### config.mk
export PLATFORM = sky130hd
export DESIGN_NAME = mundo4_key_tx
export DESIGN_NICKNAME = d
export VERILOG_FILES = /design/src/rtl/mundo4_key_tx.sv
export SDC_FILE = /design/constraint.sdc
export NUM_CORES = 1
export LEC_CHECK = 0
export BUFFER_PORTS_ARGS = -buffer_cell sky130_fd_sc_hd__buf_2
export CORE_MARGIN = 3
export CORE_UTILIZATION = 50
export CTS_CLUSTER_DIAMETER = 200
export DETAILED_ROUTE_END_ITERATION = 10
export GPL_ROUTABILITY_DRIVEN = 0
export PLACE_DENSITY = 0.73
export SLEW_MARGIN = 20
export SYNTH_ARGS = -nofsm -noshare
export SYNTH_HDL_FRONTEND = slang
export SYNTH_SLANG_ARGS = --single-unit
export TNS_END_PERCENT = 10
### constraint.sdc
create_clock -name i_clk -period 3.17 [get_ports i_clk]
set_input_delay 0.634 -clock i_clk [delete_from_list [all_inputs] [get_ports i_clk]]
set_output_delay 0.634 -clock i_clk [all_outputs]
set_load 0.01 [all_outputs]
### src/rtl/mundo4_key_tx.sv
// mundo4_key_tx: MSB-first valid/ready serial transmitter for the 19-bit world-4 unlock word, with parallel key_bus.
// Define MUNDO4_TX_CHK_EN to add the registered KEY0/KEY1 match check; otherwise match is tied low.
module mundo4_key_tx #(
    parameter int GAP = 2
) (
    input  logic        i_clk,
    input  logic        i_rst_n,
    input  logic        i_start,
    input  logic        i_key_sel,
    input  logic        i_ser_ready,
    output logic        o_ser_data,
    output logic        o_ser_valid,
    output logic        o_ser_sof,
    output logic        o_busy,
    output logic        o_done,
    output logic [18:0] o_key_bus,
    output logic        o_match
);
    localparam logic [18:0] KEY0 = 19'h29810;
    localparam logic [18:0] KEY1 = 19'h3FFFF;
    localparam int GW = (GAP > 1) ? $clog2(GAP) : 1;
    localparam logic [GW-1:0] GLAST = GW'((GAP > 0) ? GAP - 1 : 0);

    typedef enum logic [1:0] {S_IDLE, S_SHIFT, S_FIN, S_GAP} state_t;

    state_t          r_state, w_next;
    logic [18:0]     r_shreg, r_key, r_key_bus;
    logic [4:0]      r_cnt;
    logic [GW-1:0]   r_gcnt;
    logic            w_xfer, w_last;
    logic [18:0]     w_sel;

    assign w_sel  = i_key_sel ? KEY1 : KEY0;
    assign w_xfer = (r_state == S_SHIFT) && i_ser_ready;
    assign w_last = w_xfer && (r_cnt == 5'd0);

    always_ff @(posedge i_clk or negedge i_rst_n) begin
        if (!i_rst_n) r_state <= S_IDLE;
        else          r_state <= w_next;
    end

    always_comb begin
        w_next = r_state;
        case (r_state)
            S_IDLE:  if (i_start) w_next = S_SHIFT;
            S_SHIFT: if (w_last) w_next = S_FIN;
            S_FIN:   w_next = (GAP == 0) ? S_IDLE : S_GAP;
            default: if (r_gcnt == GLAST) w_next = S_IDLE;
        endcase
    end

    // r_key keeps the selected word intact while r_shreg is consumed by shifting
    always_ff @(posedge i_clk or negedge i_rst_n) begin
        if (!i_rst_n) begin
            r_shreg   <= '0;
            r_key     <= '0;
            r_cnt     <= '0;
            r_gcnt    <= '0;
            r_key_bus <= '0;
        end else begin
            if (r_state == S_IDLE && i_start) begin
                r_shreg <= w_sel;
                r_key   <= w_sel;
                r_cnt   <= 5'd18;
            end else if (w_xfer) begin
                r_shreg <= {r_shreg[17:0], 1'b0};
                r_cnt   <= r_cnt - 5'd1;
            end
            r_gcnt <= (r_state == S_GAP) ? r_gcnt + GW'(1) : '0;
            if (w_last) r_key_bus <= r_key;
        end
    end

`ifdef MUNDO4_TX_CHK_EN
    logic r_match;
    always_ff @(posedge i_clk or negedge i_rst_n) begin
        if (!i_rst_n)    r_match <= 1'b0;
        else if (w_last) r_match <= (r_key == KEY0) || (r_key == KEY1);
    end
    assign o_match = r_match;
`else
    assign o_match = 1'b0;
`endif

    assign o_ser_valid = (r_state == S_SHIFT);
    assign o_ser_data  = (r_state == S_SHIFT) && r_shreg[18];
    assign o_ser_sof   = (r_state == S_SHIFT) && (r_cnt == 5'd18);
    assign o_busy      = (r_state != S_IDLE);
    assign o_done      = (r_state == S_FIN);
    assign o_key_bus   = r_key_bus;
endmodule

After elaboration in Yosys (flattened, before gate mapping). Index checks and enable logic that the tools add are counted.

Flip-flop bits (word level): 65. Bits of input ports: 5.

Add/subtract/negate cells: 2. Reductions and logical operators: 11. Muxes and demuxes: 10. Equality and inequality tests: 6.

Operator list (number): 19-bit 2-to-1 mux (2); 17-bit 2-to-1 mux (1); 5-bit 2-to-1 mux (2); 2-bit 2-to-1 mux (3); 2-bit case mux with 3 select lines (1); 5-bit == test, second input constant (1); 1-bit logical AND (5); 5-bit zero test (1); 5-bit by 1-bit subtractor with 5-bit output, second input constant (1); 2-bit == test, second input constant (2); 2-bit nonzero test (2); 4-bit nonzero test (1); 3-bit AND reduction (1); 2-bit by 1-bit == test with 1-bit output, second input constant (1); 2-bit zero test (1); 2-bit by 1-bit inequality test with 1-bit output, second input constant (1); 2-bit inequality test, second input constant (1); 1-bit adder, second input constant (1); 1-bit 2-to-1 mux (1).

Logic depth before layout (Yosys ltp).
Depth in word-level cells: 5. Mapped depth: 6. Mapped depth without buffers: 5.

Worst setup path before layout. Ideal clock, no wire load.

Kind: register -> register. Start: reg r_cnt[0]. End: reg r_state[1]. Path buffers: 0. Slack: 1204 ps. Stages on the path, launching flop included: 6. Setup time: 125 ps. Data required time: 3045 ps. Clock period less this slack: 1966 ps. Arrival time: 1841 ps. Cells stage by stage: dfrtp_1 > inv_1 > ha_1 > or4b_4 > a2111oi_4 > mux2_4.

Word-level cells in the longest chain between the ends: 4.

RTL lines: start: declaration (RTL line 28) `logic [4:0] r_cnt;`; start signal: assignment (RTL line 67) `r_cnt <= r_cnt - 5'd1;`; 5-bit zero test (RTL line 35) `assign w_last = w_xfer && (r_cnt == 5'd0);`; 1-bit logical AND (RTL line 35); 2-bit by 1-bit inequality test with 1-bit output (no source line); 3-bit AND reduction (no source line); end signal: assignment (RTL line 39) `else r_state <= w_next;`; end: declaration (RTL line 26) `state_t r_state, w_next;`.

No other way between the ends. A chain may end at the register's enable or synchronous reset.

Worst setup path after layout.
Start: reg r_state[1]. End: out o_ser_sof.

Word-level cells in the longest chain between the ends: 2.

RTL lines: 2-bit by 1-bit == test with 1-bit output (RTL line 87) `assign o_ser_sof = (r_state == S_SHIFT) && (r_cnt == 5'd18);`; 1-bit logical AND (RTL line 87); end: declaration (RTL line 13) `output logic o_ser_sof,`.

No other way between the ends.

==> summary.md <==
| Metric | Value |
|---|---|
| Status | complete, no violations |
| Post-CTS setup buffer count | 0 |
| Fmax | 454 MHz |
| Tot GR Track Use | 0.183 |
| Die height | 61.7 um |
| Synth Instances | 162 |
| Seq/Total Area, Yosys | 0.501 |
| H-tree levels | 2 |
| Final setup violation count | 0 |
| Layout cells sized above 1 | 0.229 |
| Synth async-reset ratio | 1.00 |
| Cell type with the largest total area after synthesis | dfrtp_1 |
| Max VDD drop | 0.000540 V |
| Lkg Pwr | 0.840 nW |
| Clock Latency Late Sink | 0.33 ns |
| Yosys warnings | 0 |
| Final hold violations | 0 |
| Cell row count | 19 |
| Clk buf depth | 2 |
| Synth area leaders | dfrtp_1 50%, nand2_1 11%, buf_4 8.7% |
| Core Region | 2850 sq um |
| Area grow syn2layout | 6.46% |
| DRC viols | 0 |
| Number of port buffers | 27 |
| Number of DRC markers in iteration 0 | 38 |
| Pwr dens | 1060 nW/um^2 |
| CP Class | reg2out |
| Setup crit end kind | primary output |
| Placed Instances | 198 |
| Final Instance Count excl. Fillers | 206 |
| Grt ovf | 0 |
| First-pass GRT wire length | 4890 um |
| Initial antenna violation count | 0 |
| Final wirelength | 2820 um |
| Root Driver | clkbuf_4 |
| Worst-Margin Slew | 0.794 ns |
| Synth cell types | 28 |
| Detail Route Antenna Nets | 0 |
| Clock period minus final worst setup slack | 2.20 ns |
| Avg Vias per Cell | 5.33 |
| TritonCTS clock tree | built |
| Clk sinks | 31 |
| Post-route clock skew | 0.00510 ns |
| IO Pins | 30 |
| Initial Util | 0.543 |
| Max-slew violations | 0 |
| Max Cap Viol | 0 |
| Cts hold-fix bufs | 0 |
| Clk slew on worst S/H paths | 0.09 ns |
| Number of diodes | 0 |
| CP Max Fanout | 9 |
| Vias in the first global route | 1047 |
| Synth Flop Type | dfrtp_1 |
| Die area | 3800 sq um |
| Setup TNS | 0 ns |
| Post-CTS Resized | 0 |
| Largest net degree at the start of global routing | 32 |
| Unrepaired setup endpoints after global routing | no |
| Drt pass-1 iters | 4 |
| Final period util | 0.695 |
| CTS Buf Count | 5 |
| Syn avg cell area | 9.56 sq um |
| Die Wd | 61.7 um |
| Worst Path Required | 2.54 ns |
| Crit path DAT | 1.57 ns |
| WL per Instance | 13.7 um |
| Top cell type's share of synthesized area | 0.501 |
| Post-Syn Area | 1550 sq um |
| DP HPWL | 1850 um |
| EDFF count, synth | 0 |
| Nets | 185 |
| Startpoint Class | flop |
| Vias | 1098 |
| Slew headroom | 0.468 |
| Synthesized flop and latch total | 31 |
| Type of the worst min-delay path | in2async |
| Util after Layout | 0.578 |
==> power breakdown <==
part / internal, mW / switching (mW) / total, mW
Clock: 0.130 / 0.131 / 0.261
Combinational: 0.341 / 0.414 / 0.755
Sequential: 0.585 / 0.139 / 0.724
Total: 1.06 / 0.684 / 1.74
==> final cells by class <==
class	instances	area (sq um)
clock buffer	8	68.8
fill	246	1200
inverter	5	18.8
multi-input combinational	102	597
sequential	31	776
tap	31	38.8
timing repair buffer	29	150
==> logic make-up after synthesis <==
family / Yosys count / share of synthesized area
multiplexers: 4 / 0.0307
AND/OR/NAND/NOR: 70 / 0.206
adder cells (fa/ha/maj): 6 / 0.0485
other: 1 / 0.00242
AO/OA/AOI/OAI: 19 / 0.0897
buffers and inverters: 30 / 0.116
XOR/XNOR: 1 / 0.00566
flip-flops: 31 / 0.501
==> synth_stat cells, types with 2 or more instances <==
cell type	instances
clkbuf_1	7
a21oi_1	3
nand4b_1	2
dfrtp_1	31
nand2_1	44
a31oi_1	12
buf_4	18
nand3_1	8
inv_1	5
nor3_1	2
ha_1	6
nor2_1	4
nor2b_1	3
and2_1	3
==> routing by layer <==
layer	vias to the layer above	track usage	share of wire
met1	525	0.231	0.48
met4	0	0.100	0.015
met3	4	0.0503	0.055
li1	541	-	-
met2	28	0.284	0.44
met5	-	0	0
==> placed cells by master (no fill, tap or decap), types with 2 or more instances in the layout <==
master,instances
buf_2,27
dfrtp_1,31
nor3_1,2
a31oi_1,12
conb_1,2
clkbuf_8,2
and2_1,3
nor2b_1,3
buf_4,2
nor2_1,4
nand3_1,8
a21oi_1,3
clkbuf_4,5
nand4b_1,2
inv_1,5
nand2_1,44
ha_1,6
==> sequential cells by signal, indices dropped and copies added, names as in the netlist <==
name       flops
r_key          2
r_gcnt         1
r_state        2
r_shreg       19
o_key_bus      2
r_cnt          5
==> metrics by stage <==
stage / cell area [sq um] / total power [mW] / hold slack (ns) / setup slack (ns)
floorplan: 1550 / 1.36 / 0.338 / 1.20
global placement: 1580 / 1.45 / 0.421 / 1.17
detailed placement: 1580 / 1.49 / 0.427 / 1.07
CTS: 1650 / 1.76 / 0.351 / 0.938
global route: 1650 / 1.91 / 0.363 / 0.837
finish: 1650 / 1.74 / 0.332 / 0.966
==> critical path, cell delays in order, from the launching register on <==
cell      delay, ns
dfrtp_1        0.43
inv_1          0.09
ha_1           0.34
nand4b_1       0.14
nor2_1         0.10
buf_2          0.13
==> path summary, 6_finish.rpt <==
check                                       start                      end  slack [ns]  depth (start not counted)
max                        r_state[1]$_DFFE_PN0P_                o_ser_sof        0.97                          5
min                                       i_rst_n    r_key[15]$_DFFE_PN0P_        0.33                          1
max reg2reg                  r_cnt[0]$_DFFE_PN0P_   r_state[1]$_DFFE_PN0P_        1.07                          5
min reg2reg                      r_gcnt$_DFF_PN0_         r_gcnt$_DFF_PN0_        0.44                          1
max in group asynchronous                 i_rst_n  r_shreg[18]$_DFFE_PN0P_        2.40                          1
min in group i_clk               r_gcnt$_DFF_PN0_         r_gcnt$_DFF_PN0_        0.44                          1
No activity file was read; power rests on OpenSTA's default activity.
